File: src/rtl/robot_pkg.sv
// Shared definitions for the robot motion path: motor drive encoding and
// the sequencer state type.
package robot_pkg;

    localparam logic [1:0] MOT_STOP = 2'b00;
    localparam logic [1:0] MOT_FWD  = 2'b01;
    localparam logic [1:0] MOT_REV  = 2'b10;

    typedef enum logic [2:0] {
        ST_IDLE,
        ST_FWD,
        ST_TURN,
        ST_SETTLE,
        ST_DONE
    } seq_state_t;

    function automatic int max3(input int a, input int b, input int c);
        int m;
        m = (a > b) ? a : b;
        return (m > c) ? m : c;
    endfunction

endpackage

File: src/rtl/phase_timer.sv
// Loadable down-counter for move phases; holds at zero and flags it so the
// sequencer can leave the current phase.
module phase_timer #(
    parameter int WIDTH = 4
) (
    input  logic             clk,
    input  logic             rst_n,
    input  logic             load,
    input  logic [WIDTH-1:0] load_value,
    output logic             zero
);

    logic [WIDTH-1:0] count;

    always_ff @(posedge clk or negedge rst_n) begin
        if (!rst_n) begin
            count <= '0;
        end else if (load) begin
            count <= load_value;
        end else if (count != '0) begin
            count <= count - WIDTH'(1);
        end
    end

    assign zero = (count == '0);

endmodule

File: src/rtl/motion_sequencer.sv
// Turns one-hot navigation commands into timed drive + settle phases, pulses
// step_done at the end of each move and counts completed moves.
module motion_sequencer
    import robot_pkg::*;
#(
    parameter int FWD_CYCLES    = 8,
    parameter int TURN_CYCLES   = 12,
    parameter int SETTLE_CYCLES = 4
) (
    input  logic       clk,
    input  logic       rst_n,
    input  logic       enable,
    input  logic       front,
    input  logic       turn,
    output logic [1:0] motor_left,
    output logic [1:0] motor_right,
    output logic       busy,
    output logic       step_done,
    output logic [7:0] move_count
);

    localparam int MAX_CYCLES = max3(FWD_CYCLES, TURN_CYCLES, SETTLE_CYCLES);
    localparam int TW         = $clog2(MAX_CYCLES) + 1;

    localparam logic [TW-1:0] FWD_LOAD    = TW'(FWD_CYCLES - 1);
    localparam logic [TW-1:0] TURN_LOAD   = TW'(TURN_CYCLES - 1);
    localparam logic [TW-1:0] SETTLE_LOAD = TW'(SETTLE_CYCLES - 1);

    seq_state_t    state;
    logic          accept_turn;
    logic          accept_fwd;
    logic          timer_load;
    logic [TW-1:0] timer_value;
    logic          timer_zero;

    // Turn wins when both command bits are present.
    assign accept_turn = enable && turn;
    assign accept_fwd  = enable && front && !turn;

    always_comb begin
        timer_load  = 1'b0;
        timer_value = '0;
        unique case (state)
            ST_IDLE: begin
                if (accept_turn) begin
                    timer_load  = 1'b1;
                    timer_value = TURN_LOAD;
                end else if (accept_fwd) begin
                    timer_load  = 1'b1;
                    timer_value = FWD_LOAD;
                end
            end
            ST_FWD, ST_TURN: begin
                if (timer_zero) begin
                    timer_load  = 1'b1;
                    timer_value = SETTLE_LOAD;
                end
            end
            default: ;
        endcase
    end

    phase_timer #(
        .WIDTH(TW)
    ) u_phase_timer (
        .clk        (clk),
        .rst_n      (rst_n),
        .load       (timer_load),
        .load_value (timer_value),
        .zero       (timer_zero)
    );

    // Outputs are set on the same edge as the state change so they always
    // reflect the state being entered, never the live inputs.
    always_ff @(posedge clk or negedge rst_n) begin
        if (!rst_n) begin
            state       <= ST_IDLE;
            motor_left  <= MOT_STOP;
            motor_right <= MOT_STOP;
            busy        <= 1'b0;
            step_done   <= 1'b0;
            move_count  <= 8'd0;
        end else begin
            step_done <= 1'b0;
            unique case (state)
                ST_IDLE: begin
                    if (accept_turn) begin
                        state       <= ST_TURN;
                        motor_left  <= MOT_FWD;
                        motor_right <= MOT_REV;
                        busy        <= 1'b1;
                    end else if (accept_fwd) begin
                        state       <= ST_FWD;
                        motor_left  <= MOT_FWD;
                        motor_right <= MOT_FWD;
                        busy        <= 1'b1;
                    end
                end
                ST_FWD, ST_TURN: begin
                    if (timer_zero) begin
                        state       <= ST_SETTLE;
                        motor_left  <= MOT_STOP;
                        motor_right <= MOT_STOP;
                    end
                end
                ST_SETTLE: begin
                    if (timer_zero) begin
                        state      <= ST_DONE;
                        step_done  <= 1'b1;
                        move_count <= move_count + 8'd1;
                    end
                end
                ST_DONE: begin
                    state <= ST_IDLE;
                    busy  <= 1'b0;
                end
                default: begin
                    state       <= ST_IDLE;
                    motor_left  <= MOT_STOP;
                    motor_right <= MOT_STOP;
                    busy        <= 1'b0;
                end
            endcase
        end
    end

endmodule

File: config.mk
export PLATFORM = sky130hd
export DESIGN_NAME = motion_sequencer
export DESIGN_NICKNAME = d
export VERILOG_FILES = /design/src/rtl/robot_pkg.sv /design/src/rtl/phase_timer.sv /design/src/rtl/motion_sequencer.sv
export SDC_FILE = /design/constraint.sdc
export NUM_CORES = 1
export LEC_CHECK = 0
export ABC_AREA = 1
export BUFFER_PORTS_ARGS = -buffer_cell sky130_fd_sc_hd__buf_4
export CAP_MARGIN = 20
export CORE_ASPECT_RATIO = 1.2
export CORE_MARGIN = 5
export CORE_UTILIZATION = 54
export DETAILED_ROUTE_END_ITERATION = 8
export GPL_ROUTABILITY_DRIVEN = 0
export PLACE_DENSITY = 0.83
export SLEW_MARGIN = 20
export SYNTH_ARGS = -nofsm -noshare
export SYNTH_HDL_FRONTEND = slang
export SYNTH_SLANG_ARGS = --single-unit
File: constraint.sdc
create_clock -name clk -period 1.6 [get_ports clk]
set_input_delay 0.16 -clock clk [delete_from_list [all_inputs] [get_ports clk]]
set_output_delay 0.16 -clock clk [all_outputs]
set_load 0.02 [all_outputs]
==> results.toml <==
[drt]
drt_iter0_drc = 35
viasPerCell = 5.07
antenna_left = 0
drt_pass1_iterations = 5
wl_per_cell_um = 11.9
wl_um = 2270
route.detailed.drc = 0
vias = 964

[clock_tree]
clk_pin_slew_ps = 120
cts_tree = "done"
clock_sinks = 21
cts-buffers-inserted = 3
htree_levels = 1
clockBufferDepth = 2
clk_latency_ps = 310
cts_root_buf = "clkbuf_4"

[flow_run]
cap_violations = 0

[floorplanning]
io_pins = 19
die_area_um2 = 3050
die_w_um = 51.2
initial_core_util_pct = 55.0
row_count = 18
coreArea_um2 = 2000
die_y_um = 59.5

[timing]
setup_violations = 0
hold_viol = 0
maxSlewViolCount = 0
max_freq_ghz = 0.688
skew_ps = 1.21
fin_setup_tns_ps = 0
rsz0062_at_grt = "no"
finalCritPeriodShare_pct = 90.8
min_period_ps = 1450

[layout]
post-route-cell-area_um2 = 1310
drive_gt1_share_pct = 18.8
syn2layout_area_growth_pct = 19.1
antennaDiodeCount = 0
fillCellCount = 161
nets = 178

[yosys]
synth_area_leaders = "dfrtp_1 48%, nand2_1 20%, inv_1 5.4%, nor2_1 4.4%, nand3_1 4.1%"
ys_ff_latch = 21
synth_top_area_share_pct = 47.7
synth.distinct_cells = 19
async_reset_ff_share_pct = 100
seq_area_frac_synth_pct = 47.7
synth.avg_cell_area_um2 = 7.60
synth-warning-count = 0
synth_edf_count = 0
synth_most_common_cell = "nand2_1"
synth_area_um2 = 1100
synth_top_cell_by_area = "dfrtp_1"
syn_nets = 152
postSynthCellCount = 145
ys_top_cells_by_count = "59 x nand2_1, 21 x dfrtp_1, 16 x inv_1"
synthFlopType = "dfrtp_1"

[worst_setup_path]
cp-start-kind = "register"
timing.rr.start = "u_phase_timer.count[0]"
critPathKind = "register to register"
endpoint_kind = "register"
cp_max_fo = 11
critical_path_required_ps = 1850
r2r_slack_ps = 150
worstPathArrival_ps = 1700
r2r-end = "move_count[0]"
r2r_cells = 6

[power]
p_per_area_nw_per_um2 = 1570
power_mw = 2.06
leakage_nw = 0.757
vdd_drop_max_mv = 1.12

[global_routing]
grt_most_used_layer = "met2"
use_met3_pct = 1.76
grt_use_total_pct = 16.4
grt_antenna_before_repair = 0
overflow = 0
use_met1_pct = 22.9
use_met2_pct = 25.4
grt_pass1_wl_um = 3760
grt_pass1_vias = 889
grt_max_degree = 22

[placement]
hpwl_um = 1600
portBuffers = 17
placedInstanceArea_um2 = 1240

[outcome]
outcome = "finished, final reports clean"

[min_path]
min_to = "u_phase_timer.count[3]"
min_from = "enable"
min_path_type = "input pin to register"
min_delay_path_depth = 3
==> worst max-delay path: stages (launching register included) <==
cell and delay [ps]:
dfrtp_1 400, inv_1 100, ha_1 240, nand3b_4 170, nor2_4 200, buf_4 140
xor2_1 140
==> layout make-up <==
type                    count  area [um^2]  area share (%)
inverters                  17         63.8            4.86
clock inverters             1         5.00           0.381
repair buffers             22          168            12.8
well taps                  20         25.0            1.91
clock buffers               3         22.5            1.72
flip-flops and latches     21          526            40.0
multi-input cells         106          503            38.3
==> per-stage QoR <==
step	instances	hold WS, ps	utilization [%]	setup slack [ps]
detailed placement	180	56.2	61.7	129
CTS	185	165	63.5	103
floorplan	145	-136	-	327
finish	190	166	65.5	147
global route	190	186	65.5	39.7
global placement	180	50.6	61.7	148
==> routing by layer <==
metal | wire (um) | vias to the layer above | part of all wire (%)
li1 | - | 502 | -
met1 | 1100 | 436 | 48
met2 | 1040 | 21 | 46
met3 | 83 | 5 | 3.7
met4 | 44 | 0 | 1.9
met5 | 0 | - | 0
==> registers in the layout (all words and copies together) (netlist names) <==
name                 cells
move_count               8
u_phase_timer.count      5
state                    3
motor_right              2
busy                     1
motor_left               1
step_done                1
==> worst max path at each step <==
stage               cells past startpoint  slack (ps)            end                    from
finish                                  6         150  move_count[0]  u_phase_timer.count[0]
global route                            7          40  move_count[2]  u_phase_timer.count[0]
CTS                                     7         100  move_count[2]  u_phase_timer.count[0]
detailed placement                      7         130  move_count[2]  u_phase_timer.count[0]
global placement                        7         150  move_count[2]  u_phase_timer.count[0]
floorplan                               7         330  move_count[2]  u_phase_timer.count[0]
==> power by group <==
group / leakage, nW / internal [mW] / total [mW] / switching [mW]
combinational: 0.467 / 0.361 / 0.985 / 0.625
clock: 0.0177 / 0.0936 / 0.261 / 0.167
sequential: 0.272 / 0.688 / 0.815 / 0.127
==> cell families after synthesis <==
kind of cell,count (synthesis),share of synthesized area [%]
buf+inv,19,7.49
fa+ha+maj,2,2.27
other cells,1,0.340
flops,21,47.7
xor+xnor,3,2.38
simple gates,92,36.7
compound gates,7,3.18
==> timing repair <==
item,4_1_cts,5_1_grt
setup endpoints to repair,0,4
buffers inserted,0,4
hold buffers,1,0
resized for setup,0,1
hold endpoints to repair,21,0
==> cell usage in the layout, fill, tap and decap left out <==
cell type	netlist	routed
nand3b_1	3	3
clkinv_2	0	1
nor3_1	2	2
nand2_1	59	59
nand3b_4	1	1
conb_1	1	1
dlygate4sd3_1	0	1
nor2_1	13	12
buf_4	1	21
ha_1	2	2
nand4_1	2	2
o21ai_1	1	1
nand3_1	9	9
o21ai_0	6	6
inv_1	16	16
nor2_4	1	1
clkbuf_4	0	3
inv_2	1	1
nor2_2	2	4
dfrtp_1	21	21
xor2_1	3	3
No activity file was read; power rests on OpenSTA's default activity.
